### src/rtl/exec_regfile_if.sv
// Decoder <-> execute-stage bus: one committed instruction per wr_en rising edge.
// Latency: not applicable (signal bundle only).
// Backpressure: none on the bus; busy/done report progress back to the decoder.
//
// Signals (decoder drives the first group, execute stage drives the second):
//   wr_en, rd_en, rs_en, imm_en, opcode[3:0], rd_addr[3:0], rs_addr[3:0], IMM
//   disp_data, result, flag_z, flag_c, busy, done
interface exec_regfile_if #(
  parameter int DATA_W = 8
);
  logic              wr_en;
  logic              rd_en;
  logic              rs_en;
  logic              imm_en;
  logic [3:0]        opcode;
  logic [3:0]        rd_addr;
  logic [3:0]        rs_addr;
  logic [DATA_W-1:0] IMM;

  logic [DATA_W-1:0] disp_data;
  logic [DATA_W-1:0] result;
  logic              flag_z;
  logic              flag_c;
  logic              busy;
  logic              done;

  // Decoder side
  modport master (
    output wr_en, rd_en, rs_en, imm_en, opcode, rd_addr, rs_addr, IMM,
    input  disp_data, result, flag_z, flag_c, busy, done
  );

  // Execute-stage side
  modport slave (
    input  wr_en, rd_en, rs_en, imm_en, opcode, rd_addr, rs_addr, IMM,
    output disp_data, result, flag_z, flag_c, busy, done
  );
endinterface

### src/rtl/exec_regfile.sv
// Execute stage: 16 x 8-bit register file plus 8-bit ALU, one commit per wr_en rising edge.
// Latency: start seen at edge 0, register/result/flags written at edge 2, done high after edge 2.
// Backpressure: rising edges of wr_en outside IDLE are dropped; HOLD waits for wr_en release.
//
// Ports: clk (rising-edge), rst (async active-high),
//        bus (exec_regfile_if.slave) carrying decoder inputs and display/status outputs.
module exec_regfile #(
  parameter int DATA_W = 8,
  parameter int NREGS  = 16
) (
  input  logic          clk,
  input  logic          rst,
  exec_regfile_if.slave bus
);

  localparam int AW = 4;

  localparam logic [3:0] OP_NOP = 4'b0000;
  localparam logic [3:0] OP_LD  = 4'b0001;
  localparam logic [3:0] OP_MOV = 4'b0010;
  localparam logic [3:0] OP_ADD = 4'b0011;
  localparam logic [3:0] OP_SUB = 4'b0100;
  localparam logic [3:0] OP_AND = 4'b0101;
  localparam logic [3:0] OP_OR  = 4'b0110;
  localparam logic [3:0] OP_XOR = 4'b0111;
  localparam logic [3:0] OP_NOT = 4'b1000;
  localparam logic [3:0] OP_SHL = 4'b1001;
  localparam logic [3:0] OP_SHR = 4'b1010;

  typedef enum logic [1:0] {
    S_IDLE = 2'd0,
    S_EXEC = 2'd1,
    S_WB   = 2'd2,
    S_HOLD = 2'd3
  } state_t;

  state_t state_q, state_d;

  logic              wr_en_q;
  logic              start;
  logic              capture;

  // Instruction latched at capture; later bus changes cannot affect it.
  logic [3:0]        op_q;
  logic [AW-1:0]     rd_q;
  logic [DATA_W-1:0] imm_q;
  logic [DATA_W-1:0] a_q;
  logic [DATA_W-1:0] b_q;

  // Bit DATA_W of the ALU output is the carry/borrow.
  logic [DATA_W:0]   alu_d;
  logic [DATA_W:0]   alu_q;

  logic [DATA_W-1:0] regs_q [NREGS];
  logic [DATA_W-1:0] disp_q;
  logic [DATA_W-1:0] result_q;
  logic              flag_z_q;
  logic              flag_c_q;
  logic              done_q;

  logic              op_writes;
  logic              op_flags;

  // ------------------------------------------------------------------
  // Start detection: only the first cycle of a button press counts.
  // ------------------------------------------------------------------
  assign start   = bus.wr_en & ~wr_en_q;
  assign capture = (state_q == S_IDLE) && start;

  // ------------------------------------------------------------------
  // FSM
  // ------------------------------------------------------------------
  always_ff @(posedge clk or posedge rst) begin
    if (rst) begin
      state_q <= S_IDLE;
    end else begin
      state_q <= state_d;
    end
  end

  always_comb begin
    state_d = state_q;
    case (state_q)
      S_IDLE: if (start) state_d = S_EXEC;
      S_EXEC: state_d = S_WB;
      S_WB:   state_d = S_HOLD;
      S_HOLD: if (!bus.wr_en) state_d = S_IDLE;
      default: state_d = S_IDLE;
    endcase
  end

  // ------------------------------------------------------------------
  // Opcode classification (undefined opcodes neither write nor touch flags)
  // ------------------------------------------------------------------
  always_comb begin
    op_writes = 1'b0;
    op_flags  = 1'b0;
    case (op_q)
      OP_LD, OP_MOV: op_writes = 1'b1;
      OP_ADD, OP_SUB, OP_AND, OP_OR, OP_XOR, OP_NOT, OP_SHL, OP_SHR: begin
        op_writes = 1'b1;
        op_flags  = 1'b1;
      end
      default: begin
        op_writes = 1'b0;
        op_flags  = 1'b0;
      end
    endcase
  end

  // ------------------------------------------------------------------
  // ALU on latched operands
  // ------------------------------------------------------------------
  always_comb begin
    alu_d = '0;
    case (op_q)
      OP_NOP: alu_d = '0;
      OP_LD:  alu_d = {1'b0, imm_q};
      OP_MOV: alu_d = {1'b0, b_q};
      OP_ADD: alu_d = {1'b0, a_q} + {1'b0, b_q};
      // Top bit of the 9-bit difference is set exactly when A < B.
      OP_SUB: alu_d = {1'b0, a_q} - {1'b0, b_q};
      OP_AND: alu_d = {1'b0, a_q & b_q};
      OP_OR:  alu_d = {1'b0, a_q | b_q};
      OP_XOR: alu_d = {1'b0, a_q ^ b_q};
      OP_NOT: alu_d = {1'b0, ~b_q};
      OP_SHL: alu_d = {a_q, 1'b0};
      // Shifted-out LSB lands in the carry position.
      OP_SHR: alu_d = {a_q[0], 1'b0, a_q[DATA_W-1:1]};
      default: alu_d = '0;
    endcase
  end

  // ------------------------------------------------------------------
  // Datapath state
  // ------------------------------------------------------------------
  always_ff @(posedge clk or posedge rst) begin
    if (rst) begin
      wr_en_q  <= 1'b0;
      op_q     <= '0;
      rd_q     <= '0;
      imm_q    <= '0;
      a_q      <= '0;
      b_q      <= '0;
      alu_q    <= '0;
      disp_q   <= '0;
      result_q <= '0;
      flag_z_q <= 1'b0;
      flag_c_q <= 1'b0;
      done_q   <= 1'b0;
      for (int i = 0; i < NREGS; i++) begin
        regs_q[i] <= '0;
      end
    end else begin
      wr_en_q <= bus.wr_en;
      done_q  <= (state_q == S_WB);

      // Display follows the live bus every cycle, in every state.
      if (bus.imm_en) begin
        disp_q <= bus.IMM;
      end else if (bus.rs_en) begin
        disp_q <= regs_q[bus.rs_addr];
      end else begin
        disp_q <= '0;
      end

      // Operands are read here, before any write-back, so rd == rs aliases cleanly.
      if (capture) begin
        op_q  <= bus.opcode;
        rd_q  <= bus.rd_addr;
        imm_q <= bus.IMM;
        a_q   <= bus.rd_en ? regs_q[bus.rd_addr] : '0;
        b_q   <= bus.rs_en ? regs_q[bus.rs_addr] : '0;
      end

      if (state_q == S_EXEC) begin
        alu_q <= alu_d;
      end

      // Sole register write path.
      if (state_q == S_WB) begin
        if (op_writes) begin
          regs_q[rd_q] <= alu_q[DATA_W-1:0];
          result_q     <= alu_q[DATA_W-1:0];
        end
        if (op_flags) begin
          flag_z_q <= (alu_q[DATA_W-1:0] == '0);
          flag_c_q <= alu_q[DATA_W];
        end
      end
    end
  end

  // ------------------------------------------------------------------
  // Outputs
  // ------------------------------------------------------------------
  assign bus.disp_data = disp_q;
  assign bus.result    = result_q;
  assign bus.flag_z    = flag_z_q;
  assign bus.flag_c    = flag_c_q;
  assign bus.busy      = (state_q == S_EXEC) || (state_q == S_WB);
  assign bus.done      = done_q;

endmodule

### src/flat_wrapper.sv
// flat-port wrapper written by rule: the top's interface ports become plain ports
module exec_regfile_flat 
#(
  parameter int DATA_W = 8,
  parameter int NREGS  = 16
)
  (clk, rst, bus_wr_en, bus_rd_en, bus_rs_en, bus_imm_en, bus_opcode, bus_rd_addr, bus_rs_addr, bus_IMM, bus_disp_data, bus_result, bus_flag_z, bus_flag_c, bus_busy, bus_done);
  exec_regfile_if #(.DATA_W(DATA_W)) bus_i ();
  input  logic clk;
  input  logic rst;
  input wire logic [$bits(bus_i.wr_en)-1:0] bus_wr_en;
  input wire logic [$bits(bus_i.rd_en)-1:0] bus_rd_en;
  input wire logic [$bits(bus_i.rs_en)-1:0] bus_rs_en;
  input wire logic [$bits(bus_i.imm_en)-1:0] bus_imm_en;
  input wire logic [$bits(bus_i.opcode)-1:0] bus_opcode;
  input wire logic [$bits(bus_i.rd_addr)-1:0] bus_rd_addr;
  input wire logic [$bits(bus_i.rs_addr)-1:0] bus_rs_addr;
  input wire logic [$bits(bus_i.IMM)-1:0] bus_IMM;
  output wire logic [$bits(bus_i.disp_data)-1:0] bus_disp_data;
  output wire logic [$bits(bus_i.result)-1:0] bus_result;
  output wire logic [$bits(bus_i.flag_z)-1:0] bus_flag_z;
  output wire logic [$bits(bus_i.flag_c)-1:0] bus_flag_c;
  output wire logic [$bits(bus_i.busy)-1:0] bus_busy;
  output wire logic [$bits(bus_i.done)-1:0] bus_done;
  assign bus_i.wr_en = bus_wr_en;
  assign bus_i.rd_en = bus_rd_en;
  assign bus_i.rs_en = bus_rs_en;
  assign bus_i.imm_en = bus_imm_en;
  assign bus_i.opcode = bus_opcode;
  assign bus_i.rd_addr = bus_rd_addr;
  assign bus_i.rs_addr = bus_rs_addr;
  assign bus_i.IMM = bus_IMM;
  assign bus_disp_data = bus_i.disp_data;
  assign bus_result = bus_i.result;
  assign bus_flag_z = bus_i.flag_z;
  assign bus_flag_c = bus_i.flag_c;
  assign bus_busy = bus_i.busy;
  assign bus_done = bus_i.done;
  exec_regfile #(.DATA_W(DATA_W), .NREGS(NREGS)) u_core (.clk(clk), .rst(rst), .bus(bus_i));
endmodule
### config.mk
export PLATFORM = sky130hd
export DESIGN_NAME = exec_regfile_flat
export DESIGN_NICKNAME = d
export VERILOG_FILES = /design/src/rtl/exec_regfile_if.sv /design/src/rtl/exec_regfile.sv /design/src/flat_wrapper.sv
export SDC_FILE = /design/constraint.sdc
export NUM_CORES = 1
export LEC_CHECK = 0
export ABC_CLOCK_PERIOD_IN_PS = 12600
export CORE_AREA = 8 8 151 153
export CTS_BUF_LIST = sky130_fd_sc_hd__clkbuf_16
export CTS_CLUSTER_SIZE = 8
export DETAILED_ROUTE_END_ITERATION = 12
export DIE_AREA = 0 0 159 161
export PLACE_DENSITY = 0.77
export REMOVE_ABC_BUFFERS = 1
export SLEW_MARGIN = 25
export SYNTH_ARGS = -nofsm -noshare
export SYNTH_HDL_FRONTEND = slang
export SYNTH_SLANG_ARGS = --single-unit
### constraint.sdc
create_clock -name clk -period 12.6 [get_ports clk]
set_input_delay 3.78 -clock clk [delete_from_list [all_inputs] [get_ports clk]]
set_output_delay 3.78 -clock clk [all_outputs]
set_load 0.1 [all_outputs]
## Word level (Yosys, flattened, before mapping)

Cells that the tools add are included.

- Register bits after elaboration: 191
- Bits of input ports: 26
- Output and inout port bits: 20
- Logic and storage cells: 87

- Add/subtract/negate cells: 2
- Order comparisons: 4
- Eq/ne operators: 15
- Mux-type cells: 18
- Bitwise operators: 9
- Reduce and logical (&&, ||, !) cells: 10

Operators by type and width:

| operator | number |
|---|---|
| 128-bit bitwise mux | 1 |
| 9-bit case mux with 10 select lines | 1 |
| 8-bit binary-select mux with 4-bit select | 2 |
| 8-bit two-way mux | 8 |
| 8-bit demux with 4-bit select | 1 |
| 4-bit by 3-bit equality test with 1-bit output, second input constant | 4 |
| 5-bit greater-or-equal comparator, second input constant | 3 |
| 4-bit inverter with 5-bit output | 3 |
| 4-bit equality test, second input constant | 3 |
| 10-bit OR reduction | 1 |
| 8-bit by 8-bit adder with 9-bit output | 1 |
| 8-bit by 8-bit subtractor with 9-bit output | 1 |
| 8-bit bitwise AND | 1 |
| 4-bit by 2-bit equality test with 1-bit output, second input constant | 2 |
| 8-bit zero test | 1 |
| 8-bit inverter | 1 |
| 8-bit bitwise OR | 1 |
| 2-bit case mux with 4 select lines | 1 |
| 8-bit OR reduction | 1 |
| 8-bit bitwise XOR | 1 |
| 2-bit AND reduction | 3 |
| 5-bit by 1-bit less-than comparator with 1-bit output, second input constant | 1 |
| 2-bit equality test, second input constant | 2 |
| 4-bit by 1-bit equality test with 1-bit output, second input constant | 1 |
| 10 further kinds | 13 |

## Depth between registers and ports, before layout

Gate-level depths: netlist of run 1.

- Depth after elaboration: 6
- Mapped depth: 12

## Worst setup path before layout of run 1

No wires, ideal clock.

- Path type: input to register
- Start: input port bus_rd_addr[0]
- End: register u_core.a_q[3]
- Setup time: 121 ps
- Arrival: 5481 ps
- Data required time: 12479 ps
- Setup slack: 6998 ps
- Stages on the path: 7
- Path buffers: 3
- Path through: buf_2 > buf_2 > buf_2 > mux4_2 > mux2i_1 > a21oi_1 > a22o_1

- Longest elaborated chain between the ends: 5

Ends and longest elaborated chain:

| what | line | RTL |
|---|---|---|
| start: declaration | flat_wrapper.sv:16 | `input wire logic [$bits(bus_i.rd_addr)-1:0] bus_rd_addr;` |
| 4-bit inverter with 5-bit output (implied by the code) | exec_regfile.sv:172 | `a_q <= bus.rd_en ? regs_q[bus.rd_addr] : '0;` |
| 8-bit binary-select mux with 4-bit select | exec_regfile.sv:172 |  |
| 8-bit two-way mux (implied by the code) (2 in a row) | exec_regfile.sv:172 |  |
| 8-bit two-way mux | exec_regfile.sv:172 |  |
| end signal: assignment | exec_regfile.sv:172 |  |
| end: declaration | exec_regfile.sv:47 | `logic [DATA_W-1:0] a_q;` |

Every way passes these cells. The select of a mux whose other input is x is not followed.
A chain may end at the register's enable or synchronous reset.

## Worst setup path in the final report of run 1

- Start: register u_core.state_q[0]
- End: output port bus_busy

- Longest elaborated chain between the ends: 2
- Elaborated cells between the ends (all ways): 3
- Classes of those cells: eq/ne (2); reduce/logical (1)

Ends and longest elaborated chain:

| what | line | RTL |
|---|---|---|
| start: declaration | exec_regfile.sv:37 | `state_t state_q, state_d;` |
| start signal: assignment | exec_regfile.sv:77 | `state_q <= state_d;` |
| 2-bit by 1-bit equality test with 1-bit output / 2-bit equality test (equally long branches) | exec_regfile.sv:201 | `assign bus.busy = (state_q == S_EXEC) \|\| (state_q == S_WB);` |
| 1-bit logical OR (*) | exec_regfile.sv:201 |  |
| end: declaration | flat_wrapper.sv:23 | `output wire logic [$bits(bus_i.busy)-1:0] bus_busy;` |

Every way passes the cells marked *; elsewhere a longest branch is shown, timed or not.

==> metrics.md, run 1 <==
| Metric | Value |
|---|---|
| Post-synth EDFFs | `0` |
| Remaining DRCs | `0` |
| Final min period | `6129 ps` |
| Final slew viol count | `0` |
| Dominant synthesized flop cell | `dfrtp_1` |
| Power Density | `247.6 nW/µm²` |
| Port Buffers | `45` |
| Vias in the first global route | `7810` |
| Max Cap Viol | `0` |
| Fillers | `1675` |
| Synth cell count leaders | `dfrtp_1, mux2_2, mux2i_1` |
| I/O pin cnt | `46` |
| Max_slew headroom | `0.3436` |
| Final Hold Slack | `485.8 ps` |
| Placeable Area | `20560 µm²` |
| CTS tree | `done` |
| Status | `finished, final reports clean` |
| Share of the synthesized area in the top cell type | `0.4357` |
| RSZ-0062 raised after global routing | `no` |
| Yosys warning count | `0` |
| Clk root buf | `clkbuf_16` |
| Startpoint Class | `register` |
| # hold bufs at CTS | `0` |
| Final core occ | `0.5912` |
| Most common cell in the netlist | `dfrtp_1` |
| Final ANT Viol Nets | `0` |
| Slowest CP cell | `clkdlybuf4s50_1` |
| Synthesized area per cell | `12.41 µm²` |
| Final Cycle Share | `0.4864` |
| Crit path cell chain | `inv_1 > ha_1 > clkdlybuf4s50_1` |
| Vias | `7531` |
| Layout cell share with drive strength beyond 1 | `0.2528` |
| WL final | `29.01 mm` |
| Worst Tran Pin Value | `981.5 ps` |
| Routed WL per cell | `24.56 µm` |
| TNS Setup | `0 ps` |
| Initial Utilization | `0.5337` |
| Final hold violations | `0` |
| Area grow syn2layout | `10.78%` |
| Setup repair bufs after CTS | `0` |
| FFs w/ async S/R, synth | `1.000` |
| Clk slew on worst S/H paths | `80 ps` |
| Initial antenna violation count | `0` |
| Fmax | `163.2 MHz` |
| Clk sinks | `191` |
| Full die area | `25600 µm²` |
| Ranking of synthesized cells by area | `dfrtp_1, mux2_2, mux4_2` |
| Clock latency at the later pin of the worst-skew pair | `440 ps` |
| Resized cells post-CTS | `0` |
| # setup viols final | `0` |
| Worst IR Drop VDD | `0.1925 mV` |
| Gpl congestion | `0.9575` |
| Avg Vias per Cell | `6.377` |
| Post-synthesis register bit count | `191` |
| Register area share after synthesis | `0.4357` |
| N_diodes | `0` |
| Post-Synthesis Cell Area | `10970 µm²` |
| Crit-path max FO | `4` |
| Worst endpoint data arrival time | `2350 ps` |
| Global-route wire length before repair | `46.06 mm` |
| Cell row count | `53` |
| Yosys cell types | `60` |
| Worst min path class | `reg -> reg` |
| Clock Skews | `17.51 ps` |
| DP HPWL | `19.36 mm` |
| Num CTS Buffers | `17` |
| Clk buf depth | `2` |
| Clock H-tree levels | `4` |
| Grt ovf | `0` |
| Critical path endpoint category | `output port` |
| TritonRoute pass-1 iters | `5` |
| Largest area contributor in the netlist | `dfrtp_1` |
| Max incr delay on CP | `1130 ps` |
| Syn Inst Count | `884` |
| GRT Total Usage | `0.2309` |
| Leakage | `5.585 nW` |
| Die Y | `161 µm` |
| Final net count | `950` |
| Largest net degree at the start of global routing | `126` |
| Setup CP Type | `reg -> out` |
| Req. time, crit path | `8820 ps` |
| Die width | `159 µm` |
| DR iter-0 viols | `567` |
cell type report:
type                    instances  area (µm²)  share of cell area
flip-flops and latches        191        4780              0.3933
multi-input cells             593        5792              0.4766
well taps                     275       344.1             0.02831
clock buffers                  17       425.4             0.03500
clock inverters                14       155.1             0.01277
inverters                      35       138.9             0.01143
repair buffers                 56       518.0             0.04262
metal layers:
layer / part of all wire / routed length (µm) / global-route usage
met5: 0 / 0 / 0
met1: 0.41 / 11970 / 0.2894
met4: 0.032 / 922 / 0.07633
met2: 0.49 / 14170 / 0.3809
met3: 0.067 / 1948 / 0.06516
power by group:
part / internal (mW) / switching, mW / total (mW)
Clock: 0.296 / 0.251 / 0.547
Combinational: 0.595 / 0.778 / 1.37
Sequential: 0.823 / 0.267 / 1.09
cell usage in the layout, fill, tap and decap left out, drive strengths merged, types with 3 or more instances in the layout:
master         instances
nor2                  29
mux2                 149
clkbuf                17
o311ai                 3
nand2                 34
o22ai                  5
nor4                   8
o21ai                 34
clkdlybuf4s50         42
nand3                 16
a22oi                 14
nor2b                 19
o21a                   5
a32oi                  3
mux4                  48
clkinvlp               3
nor3                  13
mux2i                 60
a31oi                 11
a211oi                12
o221ai                 3
buf                   14
dfrtp                191
a21o                   4
clkinv                 3
nand2b                13
xor2                   3
nand3b                 4
ha                    29
inv                   41
and3                   3
xnor2                  6
a22o                  13
a21oi                 24
kinds of logic (layout without fill, tap and decap cells):
family | Yosys count | after routing | synth area share
buf+inv | 100 | 122 | 0.03650
mux | 257 | 257 | 0.3062
simple gates | 147 | 147 | 0.08725
flops | 191 | 191 | 0.4357
xor+xnor | 9 | 9 | 0.007186
fa+ha+maj | 30 | 30 | 0.03490
compound gates | 150 | 150 | 0.09227
flip-flops by register name (all words and copies together) (netlist names):
register / flops
u_core.state_q: 2
u_core.rd_q: 4
u_core.b_q: 8
u_core.bus.result: 8
u_core.bus.flag_c: 1
u_core.bus.disp_data: 8
u_core.bus.done: 1
u_core.wr_en_q: 1
u_core.a_q: 8
u_core.alu_q: 9
u_core.op_q: 4
u_core.imm_q: 8
u_core.regs_q: 128
u_core.bus.flag_z: 1
per-stage QoR:
stage	cells	total power [mW]	instance area, µm²	setup WS [ps]
6_report	1181	3.009	12150	6471
5_1_grt	1181	3.180	12150	6404
4_1_cts	1181	3.000	12150	6453
3_5_place_dp	1150	2.445	11570	6469
3_3_place_gp	1150	2.404	11570	6494
2_1_floorplan	819	2.034	10700	3621
critical path, delay by kind of cell (launching register included):
| kind | cells | cell delay [ps] |
|---|---|---|
| buf+inv | 2 | 1210 |
| flops | 1 | 410 |
| fa+ha+maj | 1 | 300 |
worst paths after layout:
kind	from	end	slack [ps]	cells after the start
min	u_core.bus.result[7]	u_core.bus.result[7]	490	2
min reg2reg	u_core.bus.result[7]	u_core.bus.result[7]	490	2
max in group asynchronous	rst	u_core.regs_q[63]	7290	3
max	u_core.state_q[0]	bus_busy	6470	3
min in group asynchronous	rst	u_core.bus.flag_c	3900	2
max reg2reg	u_core.op_q[2]	u_core.regs_q[62]	9230	6
Note: power is estimated with default switching activity, not from simulation.
==> run 2: changes to the inputs <==
- ABC_CLOCK_PERIOD_IN_PS: 12600 -> 5300
- PLACE_DENSITY: 0.77 -> 0.8
- clock period: 12.6 -> 5.3 ns (I/O delays scaled with it)
==> run 2 against run 1 <==
Global-route usage is 0.41 points lower. Sequential share of layout area shrank 0.17 points. Setup slack got worse by 5100 ps. Register-to-register slack got worse by 7500 ps. Routed wire length down 2.2%. Combinational power increased by 130%. Final cell count about the same. Flip-flop and latch count unchanged. Power increased by 140%. Non-clock buffer count did not move. Die area stayed put. Clock power grew to 2.5 times the previous value. Largest cell class unchanged. Largest power group unchanged.
==> metrics.md, run 2 (same netlist as run 1, synthesis figures left out) <==
| Metric | Value |
|---|---|
| Setup CP Type | `reg -> out` |
| Worst endpoint data arrival time | `2370 ps (+20 ps)` |
| Gpl congestion | `0.9413 (-1.7%)` |
| Crit-path max FO | `4 (unchanged)` |
| Reg2Reg Setup Slack | `1760 ps (-7470 ps)` |
| Sequential share of power | `0.364 (+0.002)` |
| DP HPWL | `19.35 mm (about the same)` |
| Sw Ratio | `0.4285 (-0.002110)` |
| GRT Total Usage | `0.2267 (-0.004124)` |
| Req. time, crit path | `3710 ps (-5110 ps)` |
| RSZ-0062 raised after global routing | `no` |
| Hold EP | `u_core.imm_q[6]` |
| Area grow syn2layout | `11.27%` |
| Clock Skews | `11.76 ps (-5.758 ps)` |
| Max incr delay on CP | `1140 ps (about the same)` |
| RR Startpoint | `u_core.op_q[0]` |
| Largest net degree at the start of global routing | `110 (-13%)` |
| Worst slack, placed | `1482 ps (-4986 ps)` |
| Clk root buf | `clkbuf_16` |
| Critical path endpoint category | `output port` |
| Clock H-tree levels | `4 (unchanged)` |
| Leading registers by flop count | `u_core.regs_q: 128 flops, u_core.alu_q: 9 flops` |
| Final net count | `950 (unchanged)` |
| Largest Register | `u_core.regs_q` |
| Setup repair bufs after CTS | `0 (unchanged)` |
| Worst min path class | `reg -> reg` |
| Avg Vias per Cell | `6.433 (+0.88%)` |
| Full die area | `25600 µm² (unchanged)` |
| Max Cap Viol | `0 (unchanged)` |
| Register area | `4780 µm² (unchanged)` |
| Setup WS post-layout | `1339 ps (-5132 ps)` |
| N_diodes | `0 (unchanged)` |
| Worst r2r path cells | `5 (-1)` |
| Slowest CP cell | `clkdlybuf4s50_1` |
| Die Y | `161 µm (unchanged)` |
| TritonRoute pass-1 iters | `4 (-1)` |
| Clk slew on worst S/H paths | `70 ps (about the same)` |
| Final slew viol count | `0 (unchanged)` |
| Hold path depth | `2 (unchanged)` |
| Worst IR Drop VDD | `0.4365 mV (+130%)` |
| Final Hold Slack | `490.6 ps (+4.739 ps)` |
| Vias in the first global route | `7930 (+1.5%)` |
| Max_slew headroom | `0.3162 (-0.02743)` |
| Clk buf depth | `2 (unchanged)` |
| Initial antenna violation count | `0 (unchanged)` |
| Reg2reg end | `u_core.regs_q[51]` |
| Switch Pwr | `3.090 mW (+140%)` |
| Num CTS Buffers | `17 (unchanged)` |
| Initial Utilization | `0.5337 (unchanged)` |
| I/O pin cnt | `46 (unchanged)` |
| Clock latency at the later pin of the worst-skew pair | `440 ps (about the same)` |
| Worst Tran Pin Value | `1026 ps (+44.22 ps)` |
| Final core occ | `0.5938 (+0.002617)` |
| Multi-input gate area | `5792 µm² (unchanged)` |
| Crit path cell chain | `inv_1 > ha_1 > clkdlybuf4s50_1` |
| Startpoint Class | `register` |
| Power Density | `590.7 nW/µm² (+140%)` |
| Comb power frac | `0.445 (-0.011)` |
| Cell row count | `53 (unchanged)` |
| Commonest non-fill, non-tap cell in the layout | `dfrtp_1` |
| Placeable Area | `20560 µm² (unchanged)` |
| Layout cell share with drive strength beyond 1 | `0.2558 (+0.003029)` |
| CTS tree | `done` |
| # setup viols final | `0 (unchanged)` |
| Fillers | `1673 (-0.12%)` |
| Resized cells post-CTS | `0 (unchanged)` |
| Fmax | `252.5 MHz` |
| Final hold violations | `0 (unchanged)` |
| Routed WL per cell | `23.99 µm (-2.3%)` |
| Die width | `159 µm (unchanged)` |
| Hold path start | `u_core.imm_q[6]` |
| Final Cycle Share | `0.7474` |
| Most frequent cells in the layout | `dfrtp_1, mux2_2, mux2i_1` |
| DR iter-0 viols | `590 (+4.1%)` |
| Remaining DRCs | `0 (unchanged)` |
| Status | `finished, final reports clean` |
| Clk sinks | `191 (unchanged)` |
| Post-DP Area | `11580 µm² (+0.11%)` |
| Final min period | `3961 ps` |
| Final ANT Viol Nets | `0 (unchanged)` |
| Number of flip-flops under the largest register name | `128 (unchanged)` |
| Leakage | `5.616 nW (+0.54%)` |
| Grt ovf | `0 (unchanged)` |
| Vias | `7604 (+0.97%)` |
| Fin area | `12210 µm² (+0.44%)` |
| # hold bufs at CTS | `0 (unchanged)` |
| Clock power frac | `0.191 (+0.009)` |
| WL final | `28.36 mm (-2.2%)` |
| Internal power | `4.121 mW (+140%)` |
| Global-route wire length before repair | `45.33 mm (-1.6%)` |
| Port Buffers | `45 (unchanged)` |
run 2: worst max-delay path, delay by kind of cell (launching register included):
family / cells / cell delay, ps
buf+inv: 2 / 1220
flops: 1 / 400
fa+ha+maj: 1 / 300
run 2: worst max path at each step:
| stage | slack (ps) | from | end |
|---|---|---|---|
| detailed placement | 1480 | bus_rd_addr[1] | u_core.a_q[5] |
| CTS | 1340 | u_core.state_q[0] | bus_busy |
| floorplan | -1490 | rst | u_core.a_q[0] |
| global route | 1260 | u_core.state_q[0] | bus_busy |
| finish | 1340 | u_core.state_q[0] | bus_busy |
| global placement | 1500 | bus_rd_addr[0] | u_core.a_q[4] |
run 2: area by class of cell:
class                           count  share of cell area
Tap cell                          275             0.02819
Timing Repair Buffer               56             0.04305
Clock buffer                       17             0.03485
Multi-Input combinational cell    593              0.4745
Clock inverter                     15             0.01650
Sequential cell                   191              0.3916
Inverter                           35             0.01138
run 2: per-stage QoR:
step | TNS [ps] | instances | power (mW)
2_1_floorplan | -284370 | 819 | 4.836
3_3_place_gp | 0 | 1150 | 5.675
3_5_place_dp | 0 | 1150 | 5.788
4_1_cts | 0 | 1182 | 7.195
5_1_grt | 0 | 1182 | 7.619
6_report | 0 | 1182 | 7.211
run 2: power by group through the flow:
stage          Combinational (mW)  Clock (mW)  Sequential (mW)
5_1_grt                      3.47        1.45             2.69
3_5_place_dp                 3.16           0             2.62
3_3_place_gp                 3.08           0             2.59
4_1_cts                      3.19        1.39             2.61
6_report                     3.21        1.38             2.63
2_1_floorplan                2.19           0             2.64
run 2: metal layers:
layer	GRT usage	part of all wire	up-vias	wire, µm
li1	-	-	3322	-
met1	0.2849	0.40	3915	11480
met2	0.3786	0.50	294	14070
met3	0.04098	0.062	73	1748
met4	0.1021	0.037	0	1063
met5	0	0	-	0
